==> src/rtl/buzzer_alarm_driver.sv <==
`default_nettype none
// +--------------------------------------------------------------------------+
// | Module   : buzzer_alarm_driver                                           |
// | Purpose  : Generates gated square-wave beeps for the piezo buzzer pin    |
// |            and reports busy/done to the alarm requester.                 |
// | Option   : define BUZZER_RETRIGGER_EN to let alarm_start restart a       |
// |            running sequence.                                             |
// | Revision : 1.0 - initial release                                         |
// +--------------------------------------------------------------------------+
module buzzer_alarm_driver #(
  parameter int CLK_FREQ    = 50000000,
  parameter int TONE_HZ     = 2000,
  parameter int BEEP_ON_MS  = 200,
  parameter int BEEP_OFF_MS = 200,
  parameter int CNT_W       = 4
) (
  input  logic             clk,
  input  logic             reset,
  input  logic             alarm_start,
  input  logic [CNT_W-1:0] beep_count,
  input  logic             alarm_stop,
  output logic             buzzer,
  output logic             busy,
  output logic             done
);

  localparam logic [31:0] C_HALF    = 32'(CLK_FREQ / (2 * TONE_HZ));
  localparam logic [31:0] C_ON_CYC  = 32'((CLK_FREQ / 1000) * BEEP_ON_MS);
  localparam logic [31:0] C_OFF_CYC = 32'((CLK_FREQ / 1000) * BEEP_OFF_MS);

`ifdef BUZZER_RETRIGGER_EN
  localparam logic C_RETRIG = 1'b1;
`else
  localparam logic C_RETRIG = 1'b0;
`endif

  typedef enum logic [1:0] {
    S_IDLE = 2'd0,
    S_TONE = 2'd1,
    S_GAP  = 2'd2
  } state_t;

  state_t           r_state,     w_state_nxt;
  logic             r_buzzer,    w_buzzer_nxt;
  logic             r_busy,      w_busy_nxt;
  logic             r_done,      w_done_nxt;
  logic [31:0]      r_tone_cnt,  w_tone_cnt_nxt;
  logic [31:0]      r_phase_cnt, w_phase_cnt_nxt;
  logic [31:0]      r_beeps,     w_beeps_nxt;
  logic [CNT_W-1:0] r_count,     w_count_nxt;

  logic        w_restart;
  logic        w_tone_wrap;
  logic        w_on_end;
  logic        w_off_end;
  logic        w_last_beep;
  logic [31:0] w_beeps_inc;

  assign w_restart   = alarm_start && !alarm_stop && ((r_state == S_IDLE) || C_RETRIG);
  assign w_tone_wrap = (r_tone_cnt == C_HALF - 32'd1);
  assign w_on_end    = (r_phase_cnt == C_ON_CYC - 32'd1);
  assign w_off_end   = (r_phase_cnt == C_OFF_CYC - 32'd1);
  assign w_beeps_inc = r_beeps + 32'd1;
  // count==0 means continuous, so the last-beep test only applies to a nonzero count
  assign w_last_beep = (r_count != '0) && (w_beeps_inc == 32'(r_count));

  always_ff @(posedge clk or posedge reset) begin
    if (reset) begin
      r_state     <= S_IDLE;
      r_buzzer    <= 1'b0;
      r_busy      <= 1'b0;
      r_done      <= 1'b0;
      r_tone_cnt  <= '0;
      r_phase_cnt <= '0;
      r_beeps     <= '0;
      r_count     <= '0;
    end else begin
      r_state     <= w_state_nxt;
      r_buzzer    <= w_buzzer_nxt;
      r_busy      <= w_busy_nxt;
      r_done      <= w_done_nxt;
      r_tone_cnt  <= w_tone_cnt_nxt;
      r_phase_cnt <= w_phase_cnt_nxt;
      r_beeps     <= w_beeps_nxt;
      r_count     <= w_count_nxt;
    end
  end

  always_comb begin
    w_state_nxt     = r_state;
    w_buzzer_nxt    = r_buzzer;
    w_busy_nxt      = r_busy;
    w_done_nxt      = 1'b0;
    w_tone_cnt_nxt  = r_tone_cnt;
    w_phase_cnt_nxt = r_phase_cnt;
    w_beeps_nxt     = r_beeps;
    w_count_nxt     = r_count;

    if (r_state != S_IDLE && alarm_stop) begin
      w_state_nxt  = S_IDLE;
      w_buzzer_nxt = 1'b0;
      w_busy_nxt   = 1'b0;
      w_done_nxt   = 1'b1;
    end else if (w_restart) begin
      // A retrigger abandons the old sequence silently: no done pulse
      w_state_nxt     = S_TONE;
      w_count_nxt     = beep_count;
      w_busy_nxt      = 1'b1;
      w_buzzer_nxt    = 1'b1;
      w_tone_cnt_nxt  = '0;
      w_phase_cnt_nxt = '0;
      w_beeps_nxt     = '0;
    end else begin
      case (r_state)
        S_TONE: begin
          w_phase_cnt_nxt = r_phase_cnt + 32'd1;
          if (w_tone_wrap) begin
            w_tone_cnt_nxt = '0;
            w_buzzer_nxt   = ~r_buzzer;
          end else begin
            w_tone_cnt_nxt = r_tone_cnt + 32'd1;
          end
          if (w_on_end) begin
            w_buzzer_nxt = 1'b0;
            w_beeps_nxt  = (&r_beeps) ? r_beeps : w_beeps_inc;
            if (w_last_beep) begin
              w_state_nxt = S_IDLE;
              w_busy_nxt  = 1'b0;
              w_done_nxt  = 1'b1;
            end else begin
              w_state_nxt     = S_GAP;
              w_phase_cnt_nxt = '0;
            end
          end
        end
        S_GAP: begin
          w_buzzer_nxt    = 1'b0;
          w_phase_cnt_nxt = r_phase_cnt + 32'd1;
          if (w_off_end) begin
            w_state_nxt     = S_TONE;
            w_buzzer_nxt    = 1'b1;
            w_tone_cnt_nxt  = '0;
            w_phase_cnt_nxt = '0;
          end
        end
        S_IDLE: begin
          w_buzzer_nxt = 1'b0;
          w_busy_nxt   = 1'b0;
        end
        default: begin
          w_state_nxt  = S_IDLE;
          w_buzzer_nxt = 1'b0;
          w_busy_nxt   = 1'b0;
        end
      endcase
    end
  end

  assign buzzer = r_buzzer;
  assign busy   = r_busy;
  assign done   = r_done;

endmodule
`default_nettype wire

==> config.mk <==
export PLATFORM = sky130hd
export DESIGN_NAME = buzzer_alarm_driver
export DESIGN_NICKNAME = d
export VERILOG_FILES = /design/src/rtl/buzzer_alarm_driver.sv
export SDC_FILE = /design/constraint.sdc
export NUM_CORES = 1
export LEC_CHECK = 0
export ABC_CLOCK_PERIOD_IN_PS = 10900
export CORE_UTILIZATION = 51
export CTS_CLUSTER_DIAMETER = 80
export CTS_CLUSTER_SIZE = 20
export DETAILED_ROUTE_END_ITERATION = 8
export DONT_BUFFER_PORTS = 1
export PLACE_DENSITY = 0.69
export SLEW_MARGIN = 40
export SYNTH_ARGS = -nofsm -noshare
export SYNTH_HDL_FRONTEND = slang
export SYNTH_SLANG_ARGS = --single-unit
==> constraint.sdc <==
create_clock -name clk -period 10.9 [get_ports clk]
set_clock_uncertainty 0.1 [all_clocks]
set_input_delay 2.18 -clock clk [delete_from_list [all_inputs] [get_ports clk]]
set_output_delay 2.18 -clock clk [all_outputs]
set_load 0.02 [all_outputs]
# Yosys cells after proc, flatten, opt, wreduce, memory -nomap -nowiden
# Cells that the tools add are included.
# word_totals
regBits	105
in_bits	8
out_inout_bits	3
elab_cells	79
# classes
addsub	3
eq_ne	13
n_mux	35
bitwise	2
n_reduce_logical	18
# op_table
op	count
$mux 32	11
$pmux 32 s2	2
$add 32x1->32 const B	3
$eq 32x14->1 const B	1
$eq 32x24->1 const B	1
$eq 32x4->1	1
$reduce_and 32->1	1
$mux 1	14
$ne 4x4->1 const B	3
$mux 2	5
$reduce_and 3->1	3
$ne 3x3->1 const B	2
$pmux 2 s3	1
$reduce_bool 2->1	3
$ne 5x5->1 const B	1
$logic_and 1x1->1	4
$pmux 1 s2	2
$reduce_and 2->1	2
$reduce_and 4->1	1
$reduce_bool 4->1	1
$ne 3x2->1 const B	1
$reduce_bool 3->1	1
$eq 2x1->1 const B	1
$eq 2x2->1 const B	1
4 further kinds	5

# Logic depth before layout (Yosys ltp)
# logic_depth
word_depth	8
ltp_mapped	11
mapped_depth_nobuf	10

# Worst setup path before layout
# OpenSTA, ideal clock, no wires.
# synth_timing
path_type	input to register
startpoint	input alarm_stop
endpoint	register r_tone_cnt[13]
setup_ns	0.078
arrival_ns	3.926
t_required_ns	10.722
setup_slack_ns	6.797
stages	9
path_buffers	1
path_cell_list	nand2b_1 -> or2_2 -> clkbuf_1 -> nand2_1 -> o21ai_2 -> nand2b_1 -> or2_1 -> or3_1 -> a21oi_1
# synth_via
elab_chain_len	5
elab_cells_between_ends	9
classes_between	1 x eq/ne; 1 x mux; 1 x bitwise; 6 x reduce/logical
# synth_rtl
item	line_no	source
start: declaration	21	input logic alarm_stop,
$logic_not 1->1	59	assign w_restart = alarm_start && !alarm_stop && ((r_state == S_IDLE) || C_RETRIG);
$logic_and 1x1->1 (2 in series)	59	
$ne 3x3->1 (no source line) or $reduce_bool 3->1 (tied branches)	--	
$reduce_and 3->1 (no source line)	--	
end signal: assignment	82	r_tone_cnt <= w_tone_cnt_nxt;
end: declaration	47	logic [31:0] r_tone_cnt, w_tone_cnt_nxt;
# Parallel ways exist; a longest one is shown, timed or not.
# A chain may end at the register's enable or synchronous reset.

# Final worst setup path
# Same ends and word-level chain as after synthesis.

==> results by group <==
Status
  – Status: finished, final reports clean

GRT
  – Initial antenna violation count: 0
  – Vias in the first global route: 5374
  – First-pass GRT wire length: 25400 um
  – Largest net degree at the start of global routing: 63
  – Overall routing resource usage: 24.3%
  – Congestion Overflow GR: 0

Placement
  – Gpl congestion: 0.895
  – # port buffers: 0
  – Post-place instance area: 6510 um^2
  – Pre-CTS WS: 5.95 ns
  – Post-DP HPWL: 10000 um

Clock network
  – H-tree depth: 3
  – Clk root buf: clkbuf_16
  – CTS clk-pin slew, worst paths: 0.07 ns
  – Total CTS buffers: 9
  – # hold bufs at CTS: 0
  – Setup bufs post-CTS: 0
  – TritonCTS Sinks: 105
  – CTS tree: built
  – # resized after CTS: 0
  – Max Buffers Root-to-Sink: 2
  – Clk_lat worst skew: 0.36 ns

Final layout
  – Nets: 750
  – Share of cells above drive strength 1: 6.75%
  – Final Cell Area: 6870 um^2
  – # diodes: 0
  – Fin util: 56.7%
  – Area Overhead vs Synth: 7.35%
  – Filler instances: 1107

Floorplan
  – Die Wd: 114 um
  – Die area: 13000 um^2
  – Initial cell density of the core: 52.8%
  – CORE AREA: 12100 um^2
  – Io pins: 11
  – Row count: 40
  – Die height: 114 um

Timing
  – Sum Neg Setup Slack: 0 ns
  – Slew Limit Fails: 0
  – Setup violators final: 0
  – Final Hold Vio Count: 0
  – Least-Margin Pin Slew: 0.688 ns
  – Fin crit share: 41.9%
  – Final Critical Period: 4.57 ns
  – Final WS setup: 6.33 ns
  – Normalized max-slew margin: 53.7%
  – RSZ-0062 raised after global routing: no
  – Achievable Freq: 219 MHz
  – WHS: 0.410 ns

Yosys
  – #FFs+latches synth: 105
  – Share of the synthesized area in the top cell type: 41.1%
  – Post-synth ARST share: 100%
  – Commonest cells in the synthesized netlist: nand2_1 (106), dfrtp_1 (105), nor2_1 (91)
  – Post-synth net total: 769
  – Post-synth EDFFs: 0
  – Post-synthesis area per instance: 8.48 um^2
  – Syn Inst Count: 755
  – Part of the Yosys area used for sequential elements: 41.1%
  – Area leader, netlist: dfrtp_1
  – Post-synth cell types: 69
  – Most common cell in the netlist: nand2_1
  – Yosys synthesis warning count: 0
  – Post-synthesis instance area: 6400 um^2
  – Ranking of synthesized cells by area: dfrtp_1 (41%), nand2_1 (6.2%), nor2_1 (5.3%)
  – Post-synth top flop: dfrtp_1

Worst setup path
  – RR Startpoint: r_beeps[0]$_DFFE_PP0P_
  – Critical path capture point type: flop
  – CP Max Fanout: 44
  – CP arrival: 4.75 ns
  – CP startpoint kind: input pin
  – Worst Setup SP: alarm_stop
  – Reg2Reg Depth: 10
  – Reg2Reg Setup Slack: 7.37 ns
  – Worst setup endpoint: r_tone_cnt[13]$_DFFE_PP0P_
  – Reg2reg end: r_phase_cnt[9]$_DFFE_PP0P_
  – WS Path Type: input pin to flop
  – WP data required: 11.09 ns

Detailed routing
  – Vias per cell: 5.99
  – 1st-iter DRT viols: 418
  – Post-Route WL: 14500 um
  – Via Count: 5441
  – Remaining DRCs: 0
  – Routed Antenna Nets: 0
  – Avg WL per Cell: 15.9 um
  – DR pass1 iterations: 4

Power
  – Max VDD drop: 0.106 mV
  – Power Density: 156 nW/um^2
  – Pleak: 2.84 nW

Run
  – Max-Cap Viols: 0

Hold path
  – Min-Delay Startpoint: r_phase_cnt[0]$_DFFE_PP0P_
  – Hold Path Class: flop to flop
## kinds of logic after synthesis
group	after synthesis	synth area share [%]
AOI/OAI and AO/OA	126	12.8
xor gates and xnor gates	66	9.03
adders and majority gates	6	1.17
buffers and inverters	49	3.23
DFF	105	41.1
muxes	4	0.645
and+or+nand+nor	399	32.1
## worst min-delay path by stage
stage | cells after the start | to
after detailed placement | 1 | r_phase_cnt[0]$_DFFE_PP0P_
after global routing | 1 | r_phase_cnt[0]$_DFFE_PP0P_
after floorplan | 2 | r_tone_cnt[1]$_DFFE_PP0P_
after global placement | 1 | r_phase_cnt[0]$_DFFE_PP0P_
after CTS | 1 | r_phase_cnt[0]$_DFFE_PP0P_
final | 1 | r_phase_cnt[0]$_DFFE_PP0P_
## state kept, by name, summed over array words and instances (netlist names)
signal and count:
busy 1, buzzer 1, done 1, r_beeps 32, r_count 4, r_phase_cnt 32, r_state 2, r_tone_cnt 32
## layout by cell type, fill, tap and decap left out, types with 3 or more instances in the layout
master	count
o21ai_0	57
buf_4	5
bufinv_16	3
a21oi_1	11
a211o_1	4
or2_2	4
dfrtp_1	105
nor2b_1	5
o31ai_1	8
nor2_1	90
nand2b_1	6
nand4b_1	3
o41ai_1	3
nand2_1	106
nor4_1	20
clkbuf_16	9
nand3_1	36
a31oi_1	12
and3_1	20
ha_1	6
inv_6	3
or3_1	9
xnor2_1	29
nor4b_1	3
nor3_1	22
mux2i_1	3
and4_1	6
inv_1	12
nand4_1	32
xor2_1	37
o211ai_1	7
and2_1	13
## power by group
part | total, mW | switching [mW] | internal (mW) | leakage, nW
logic | 0.251 | 0.178 | 0.0734 | 1.22
registers | 0.440 | 0.0275 | 0.412 | 1.45
clock network | 0.382 | 0.154 | 0.227 | 0.171
## metal layers
| layer | global-route usage [%] | share of wire, % | wire, um |
|---|---|---|---|
| met5 | 0 | 0 | 0 |
| met3 | 4.52 | 3.5 | 505 |
| met1 | 31.0 | 45 | 6550 |
| met2 | 41.6 | 50 | 7200 |
| met4 | 7.97 | 1.5 | 216 |
## per-stage QoR
step	cells	power, mW
6_report	909	1.07
5_1_grt	909	1.13
4_1_cts	909	1.08
3_5_place_dp	893	0.697
3_3_place_gp	893	0.687
2_1_floorplan	755	0.628
## critical path: stages
cell      delay [ns]
nand2b_1        0.16
nor2_2          0.09
buf_4           0.39
o31a_1          0.52
o21ai_2         0.34
nand2b_1        0.26
or2_1           0.28
or3_1           0.37
a21oi_1         0.14
## cell type report
class	instances	area, um^2	area share (%)
Clock buffer	9	225	3.28
Timing Repair Buffer	6	48.8	0.710
Inverter	13	51.3	0.747
Tap cell	168	210	3.06
Clock inverter	7	125	1.82
Sequential cell	105	2630	38.2
Multi-Input combinational cell	601	3580	52.1
Power figures use the tool's default switching activity.
